<file path="config.mk">
export PLATFORM = sky130hd
export DESIGN_NAME = vga_sync_decoder
export DESIGN_NICKNAME = d
export VERILOG_FILES = /design/src/rtl/vga_sync_decoder.sv
export SDC_FILE = /design/constraint.sdc
export NUM_CORES = 1
export LEC_CHECK = 0
export ABC_AREA = 1
export CELL_PAD_IN_SITES_DETAIL_PLACEMENT = 0
export CELL_PAD_IN_SITES_GLOBAL_PLACEMENT = 1
export CORE_UTILIZATION = 33
export DETAILED_ROUTE_END_ITERATION = 16
export HOLD_SLACK_MARGIN = 0.02
export PLACE_DENSITY_LB_ADDON = 0.15
export REMOVE_ABC_BUFFERS = 1
export SYNTH_ARGS = -nofsm -noshare
export SYNTH_HDL_FRONTEND = slang
export SYNTH_SLANG_ARGS = --single-unit
</file>
<file path="constraint.sdc">
create_clock -name dclk -period 1.9 [get_ports dclk]
set_input_delay 0.285 -clock dclk [delete_from_list [all_inputs] [get_ports dclk]]
set_output_delay 0.285 -clock dclk [all_outputs]
set_load 0.01 [all_outputs]
</file>
<file path="src/rtl/vga_sync_decoder.sv">
// Receive-side VGA sync decoder: rebuilds hc/vc from active-low hsync/vsync,
// measures line length and frame height, and locks onto the expected timing.
module vga_sync_decoder #(
    parameter int unsigned HPIXELS     = 800,
    parameter int unsigned VLINES      = 521,
    parameter int unsigned HBP         = 144,
    parameter int unsigned HFP         = 784,
    parameter int unsigned VBP         = 31,
    parameter int unsigned VFP         = 511,
    parameter int unsigned LOCK_FRAMES = 2
) (
    input  logic        dclk,
    input  logic        rst,
    input  logic        hsync_in,
    input  logic        vsync_in,
    output logic [9:0]  hc,
    output logic [9:0]  vc,
    output logic [10:0] line_len,
    output logic [10:0] frame_lines,
    output logic        locked,
    output logic        de,
    output logic        frame_start
);

    localparam logic [1:0]  ST_SEARCH = 2'd0;
    localparam logic [1:0]  ST_VERIFY = 2'd1;
    localparam logic [1:0]  ST_LOCKED = 2'd2;

    localparam logic [9:0]  CNT_MAX  = 10'd1023;
    localparam logic [10:0] HPIX_C   = 11'(HPIXELS);
    localparam logic [10:0] VLIN_C   = 11'(VLINES);
    localparam logic [9:0]  HBP_C    = 10'(HBP);
    localparam logic [9:0]  HFP_C    = 10'(HFP);
    localparam logic [9:0]  VBP_C    = 10'(VBP);
    localparam logic [9:0]  VFP_C    = 10'(VFP);
    localparam logic [2:0]  LOCK_C   = 3'(LOCK_FRAMES);

    logic        r_hs_r, r_hs_rr, r_vs_r, r_vs_rr;
    logic [9:0]  r_hc, r_vc;
    logic [10:0] r_line_len, r_frame_lines;
    logic        r_locked, r_frame_start;
    logic [1:0]  r_state;
    logic [2:0]  r_good_cnt;
    logic        r_frame_bad;

    logic        w_fall_h, w_fall_v;
    logic [10:0] w_hc_inc, w_vc_inc;
    logic        w_line_bad, w_frame_mis, w_saturated;
    logic [2:0]  w_good_next;

    // NOTE: sync stages reset to the idle-high level so reset itself never
    // looks like a falling sync edge.
    always_ff @(posedge dclk) begin
        if (rst) begin
            r_hs_r  <= 1'b1;
            r_hs_rr <= 1'b1;
            r_vs_r  <= 1'b1;
            r_vs_rr <= 1'b1;
        end else begin
            r_hs_r  <= hsync_in;
            r_hs_rr <= r_hs_r;
            r_vs_r  <= vsync_in;
            r_vs_rr <= r_vs_r;
        end
    end

    assign w_fall_h    = r_hs_rr & ~r_hs_r;
    assign w_fall_v    = r_vs_rr & ~r_vs_r;
    assign w_hc_inc    = {1'b0, r_hc} + 11'd1;
    assign w_vc_inc    = {1'b0, r_vc} + 11'd1;
    assign w_line_bad  = w_fall_h & (w_hc_inc != HPIX_C);
    assign w_frame_mis = w_fall_v & (w_vc_inc != VLIN_C);
    assign w_saturated = (r_hc == CNT_MAX) | (r_vc == CNT_MAX);
    assign w_good_next = r_good_cnt + 3'd1;

    // A vsync edge resets vc even when an hsync edge lands on the same cycle.
    always_ff @(posedge dclk) begin
        if (rst) begin
            r_hc          <= '0;
            r_vc          <= '0;
            r_line_len    <= '0;
            r_frame_lines <= '0;
            r_frame_start <= 1'b0;
        end else begin
            if (w_fall_h) begin
                r_hc       <= '0;
                r_line_len <= w_hc_inc;
            end else if (r_hc != CNT_MAX) begin
                r_hc <= r_hc + 10'd1;
            end

            if (w_fall_v) begin
                r_vc          <= '0;
                r_frame_lines <= w_vc_inc;
            end else if (w_fall_h && (r_vc != CNT_MAX)) begin
                r_vc <= r_vc + 10'd1;
            end

            r_frame_start <= w_fall_v;
        end
    end

    always_ff @(posedge dclk) begin
        if (rst) begin
            r_state     <= ST_SEARCH;
            r_good_cnt  <= '0;
            r_frame_bad <= 1'b0;
            r_locked    <= 1'b0;
        end else begin
            case (r_state)
                ST_SEARCH: begin
                    if (w_fall_v) begin
                        r_state     <= ST_VERIFY;
                        r_good_cnt  <= '0;
                        r_frame_bad <= 1'b0;
                    end
                end
                ST_VERIFY: begin
                    if (w_fall_v) begin
                        r_frame_bad <= 1'b0;
                        if (r_frame_bad || w_frame_mis || w_line_bad) begin
                            r_good_cnt <= '0;
                        end else if (w_good_next == LOCK_C) begin
                            r_good_cnt <= w_good_next;
                            r_state    <= ST_LOCKED;
                            r_locked   <= 1'b1;
                        end else begin
                            r_good_cnt <= w_good_next;
                        end
                    end else if (w_line_bad) begin
                        r_frame_bad <= 1'b1;
                    end
                end
                ST_LOCKED: begin
                    // Counters keep running after loss of lock; only the state drops.
                    if (w_line_bad || w_frame_mis || w_saturated) begin
                        r_state    <= ST_SEARCH;
                        r_locked   <= 1'b0;
                        r_good_cnt <= '0;
                    end
                end
                default: begin
                    r_state  <= ST_SEARCH;
                    r_locked <= 1'b0;
                end
            endcase
        end
    end

    assign hc          = r_hc;
    assign vc          = r_vc;
    assign line_len    = r_line_len;
    assign frame_lines = r_frame_lines;
    assign locked      = r_locked;
    assign frame_start = r_frame_start;
    assign de          = r_locked & (r_hc >= HBP_C) & (r_hc < HFP_C)
                                  & (r_vc >= VBP_C) & (r_vc < VFP_C);

endmodule

</file>
Word level (Yosys, flattened, before mapping)
Cells that the tools add are included. Widths: inputs -> output; s select.

Input bits: 4. Output and inout bits: 45. Register bits: 54. Logic and storage cells: 83.

Equality and inequality tests: 15. Add/subtract/negate cells: 5. Mux-type cells: 20. Reduce and logical (&&, ||, !) cells: 14. Bitwise gates (word level): 12. Magnitude comparators: 4.

Operator list (number): $add 10x1->11 const B (2); $ne 11x10->1 const B (2); $add 10x1->10 const B (2); $eq 10x10->1 const B (2); $ne 10x10->1 const B (2); $mux 3 (4); $ge 10x5->1 const B (1); $ge 10x8->1 const B (1); $lt 10x10->1 const B (1); $lt 10x9->1 const B (1); $mux 2 (5); $ne 2x2->1 const B (5); $reduce_and 5->1 (2); $pmux 3 s3 (1); $and 1x1->1 (8); $mux 1 (7); $pmux 2 s3 (1); $logic_or 1x1->1 (4); $reduce_and 4->1 (1); $reduce_or 2->1 (2); $add 3x1->3 const B (1); $eq 3x2->1 const B (1); $ne 3x3->1 const B (1); $not 1->1 (3); other kinds (10) (10).

Depth between registers and ports, before layout
Depth after elaboration: 8. Gate-level depth with buffers: 16. Gate-level depth less buffers: 16.

Least setup slack after synthesis
OpenSTA, ideal clock, no wires.

Path kind: flip-flop to flip-flop. Start point: reg r_hc[0], in the netlist hc[0]. End point: reg r_good_cnt[1]. Path buffers: 0. Slack: -0.020 ns. Clock period less this slack: 1.920 ns. Data required time: 1.786 ns. Cell stages (with the launch flop): 17. Data arrival time: 1.806 ns. Cells stage by stage: dfxtp_1 -> ha_1 -> nand2_2 -> nor2_4 -> nand2_1 -> nand2_1 -> nand2_1 -> clkinv_1 -> nand3_2 -> o21ai_4 -> nand3_4 -> nand2_4 -> inv_4 -> nand2_4 -> nand2_1 -> nand2_1 -> nor2_2.

Cells in the longest elaborated chain, start to end: 7. Elaborated cells on any way between the ends: 13.

RTL lines: start, declared (line 39) `logic [9:0] r_hc, r_vc;`; start signal, assigned (line 89) `r_hc <= r_hc + 10'd1;`; $add 10x1->11 (line 69) `assign w_hc_inc = {1'b0, r_hc} + 11'd1;`; $ne 11x10->1 (line 71) `assign w_line_bad = w_fall_h & (w_hc_inc != HPIX_C);`; $and 1x1->1 (line 71); $logic_or 1x1->1 (on tied branches) (line 121, 136); $mux 3 or $logic_or 1x1->1 (tied branches) (line 121, 136); $mux 3 or $ne 2x2->1 (tied branches); $pmux 3 s3 or $reduce_and 4->1 (tied branches); end signal, assigned (line 124) `r_good_cnt <= w_good_next;`; end signal, assigned (line 128) `r_good_cnt <= w_good_next;`; end, declared (line 43) `logic [2:0] r_good_cnt;`.

Several ways; a longest one is shown, not always the timed one. The select of a mux whose other input is x is not followed. A chain may end at the register's enable or synchronous reset.

Final worst setup path
Start point: reg r_vc[0], in the netlist vc[0]. End point: out de.

Cells in the longest elaborated chain, start to end: 3. Elaborated cells on any way between the ends: 4.

RTL lines: start, declared (line 39); start signal, assigned (line 96) `r_vc <= r_vc + 10'd1;`; $ge 10x5->1 (line 157) `& (r_vc >= VBP_C) & (r_vc < VFP_C);`; $and 1x1->1 (line 157); $and 1x1->1 (*) (line 157); end, declared (line 21) `output logic de,`.

Every way passes the cells marked *; elsewhere a longest branch is shown, timed or not.

==> key figures <==
GRT
  • Initial antenna violation count: 0
  • Largest net degree at the start of global routing: 22
  • Grt ovf: 0
  • Total GRT Usage: 17.00%
  • Vias in the first global route: roughly 2,300
  • Global-route wire length before repair: between 10,000 and 15,000 µm

Place
  • Pre-CTS worst setup slack: -0.3799 ns
  • Routability cong.: about 0.83
  • IO Port Bufs: 48
  • Detailed placement HPWL: 4909 µm
  • Placed insts: 540
  • Placement Cell Area: 3552 µm²

Timing
  • Fin crit period: ~1.9 ns
  • Slew margin rel.: 69.06%
  • Clock skew: 0.008197 ns
  • Worst-margin pin slew: 0.4610 ns
  • RSZ-0062 raised after global routing: true
  • Maximum clock rate: about 530 MHz
  • Final hold vios: 0
  • Max-slew violations: 0
  • Final Setup Violations: 0
  • Final setup TNS: 0 ns
  • Worst setup margin: between 0.02 and 0.03 ns
  • Final worst-path cycle share: 98.51%

Clocking
  • Cts hold-fix bufs: 0
  • Clock-pin slew on the worst setup and hold paths: around 0.1 ns
  • Clock sinks: 54
  • Worst skew pair latency: 0.31 ns
  • TritonCTS clock tree: yes
  • TritonCTS buffer count: 5
  • CTS max path bufs: 2
  • CTS H-tree depth: 2
  • CTS root buffer: clkbuf_8

Yosys
  • Yosys warning count: 0
  • Syn Area/Cell: 7.449 µm²
  • EDFF count, synth: 0
  • Synth Cell Area: roughly 2500 µm²
  • Yosys cell types: 38
  • #FFs+latches synth: 54
  • Asr flop ratio synth: 0%
  • Syn Inst Count: 342
  • Most used DFF post-synth: dfxtp_1
  • Post-synthesis sequential area ratio: a little over two fifths

Setup path
  • Worst-case reg-to-reg path depth: 17
  • RR Startpoint: vc[0]$_SDFFE_PP0P_
  • Worst Path Max Fanout: 2
  • Required @ worst endpoint: 1.62 ns
  • CP Capture Type: primary output
  • Reg-to-Reg End: r_good_cnt[1]$_SDFFE_PP0P_
  • Critical path class: reg -> out
  • Crit path launch type: flip-flop
  • Reg2reg setup slack: 0.03 ns
  • Critical path arrival: 1.59 ns

Pwr
  • Clock group share of total power: 33.1%
  • Sw Pwr: around 0.0006 W
  • Part of the power in registers: 51.4%
  • Pwr/cell area: ~580 nW/µm²
  • Maximum vdd drop: between 0.0003 and 0.0004 V
  • P_int: 0.001738 W
  • Sw frac: 25.65%
  • Leakage power: 1.694 nW
  • Combinational power share: between 10% and 20%

Min path
  • Min-Delay Path Depth: 2
  • Hold WC Path Type: reg -> reg
  • Hold path start: r_hs_r$_SDFF_PP1_
  • Worst Hold End: r_hs_rr$_SDFF_PP1_

Layout
  • Filler Cells Inserted: 708
  • Final Non-Filler Cells: 560
  • Final Cell Area: around 4000 µm²
  • Most frequent cells in the layout: 65 x nand2_1, 65 x buf_4, 47 x clkdlybuf4s50_1
  • Share of cells above drive strength 1: a little over a third
  • Ant diodes: 0
  • Finished Core Util: 54.43%
  • Final #Nets: 470
  • P&R area growth vs syn: 57.47%

Floorplanning
  • # rows: 31
  • IO Count: 49
  • Die width: 89.86 µm
  • Core Region: 7370 µm²
  • Die area: 8075 µm²
  • Initial core utilization: 34.57%
  • Die Y: 89.86 µm

Run
  • # Max-Cap Violations: 0

Detailed routing
  • Vias: 2,533
  • First-pass DRT Iterations: 4
  • Wirelength per Cell: about 12 µm
  • ANT nets after route: 0
  • Post-detailed-routing wire length: slightly below 7000 µm
  • Drt drc: 0
  • Initial DRC Count: 77
  • Routed vias/inst: about 4.5

Status
  • Status: finished clean
==> power by group through the flow <==
| stage | registers, W | clock network, W | logic [W] |
|---|---|---|---|
| global route | 0.00121 | 0.000836 | 0.000399 |
| finish | 0.00120 | 0.000774 | 0.000362 |
| CTS | 0.00120 | 0.000804 | 0.000334 |
| detailed placement | 0.00122 | 0 | 0.000313 |
| global placement | 0.00122 | 0 | 0.000313 |
| floorplan | 0.00124 | 0 | 0.000137 |
==> sequential cells by signal (all words and copies together) (netlist names) <==
signal       count
r_hs_rr          1
r_state          2
locked           1
r_hs_r           1
frame_lines     11
r_vs_r           1
frame_start      1
r_frame_bad      1
line_len        11
r_vs_rr          1
r_good_cnt       3
hc              10
vc              10
==> area by class of cell <==
cell class                      count  area, µm²  area share (%)
Tap cell                           99      123.9           3.088
Clock inverter                      1      30.03          0.7486
Sequential cell                    54       1102           27.48
Clock buffer                        7      76.32           1.903
Inverter                           49      195.2           4.866
Multi-Input combinational cell    234       1490           37.15
Timing Repair Buffer              116      993.5           24.77
==> synth_stat cells, types with 2 or more instances <==
cell type,n,area [µm²]
nor3_1,3,15.01
clkinv_1,3,11.26
nand2_4,2,22.52
or2_2,3,18.77
nand3b_1,2,15.01
nor2_1,24,90.09
xor2_1,2,17.52
o21ai_1,2,10.01
nor2_4,2,22.52
a22o_1,2,17.52
nor3_2,2,20.02
nand3_1,13,65.06
o21ai_0,36,180.2
ha_1,6,75.07
nand2_1,79,296.5
a21oi_2,2,17.52
inv_1,44,165.2
dfxtp_1,54,1081
nand3_2,5,50.05
nor2_2,8,50.05
nand2_2,9,56.30
clkbuf_1,4,15.01
a21oi_1,19,95.09
a31oi_1,2,12.51
==> stage by stage <==
stage | hold WS [ns] | power, W
3_3_place_gp | 0.4225 | 0.001534
2_1_floorplan | 0.3474 | 0.001377
4_1_cts | 0.4577 | 0.002338
6_report | 0.4510 | 0.002338
3_5_place_dp | 0.4247 | 0.001535
5_1_grt | 0.4931 | 0.002444
==> metal layers <==
metal	share of wire [%]	track usage, %
met2	45	26.15
met3	3.1	2.961
met1	51	24.12
met4	1.2	5.376
met5	0	0
==> critical path: stages (launching register included) <==
cell,delay (ns)
dfxtp_2,0.35
ha_4,0.16
nand2_4,0.08
nor2_4,0.04
nand2_2,0.06
nor2_1,0.06
a2111oi_4,0.34
buf_2,0.19
==> worst max-delay path by stage <==
stage,start,endpoint
4_1_cts,hc[7]$_SDFFE_PP0N_,de
6_report,vc[0]$_SDFFE_PP0P_,de
3_3_place_gp,vc[0]$_SDFFE_PP0P_,de
2_1_floorplan,hc[0]$_SDFFE_PP0N_,r_good_cnt[1]$_SDFFE_PP0P_
3_5_place_dp,vc[0]$_SDFFE_PP0P_,de
5_1_grt,vc[0]$_SDFFE_PP0P_,r_good_cnt[0]$_SDFFE_PP0P_
==> repair_timing <==
item / CTS / global route
gates cloned: 0 / 0
pin swaps: 13 / 25
endpoints found under the setup margin: 12 / 14
buffers inserted: 5 / 8
resized for setup: 35 / 49
==> logic make-up after synthesis <==
group | count (synthesis) | share of synthesized area [%]
buffers and inverters | 54 | 8.104
xor gates and xnor gates | 3 | 1.032
and+or+nand+nor | 156 | 30.01
AOI/OAI and AO/OA | 69 | 15.47
DFF | 54 | 42.44
adders and majority gates | 6 | 2.947
No activity file was read; power rests on OpenSTA's default activity.
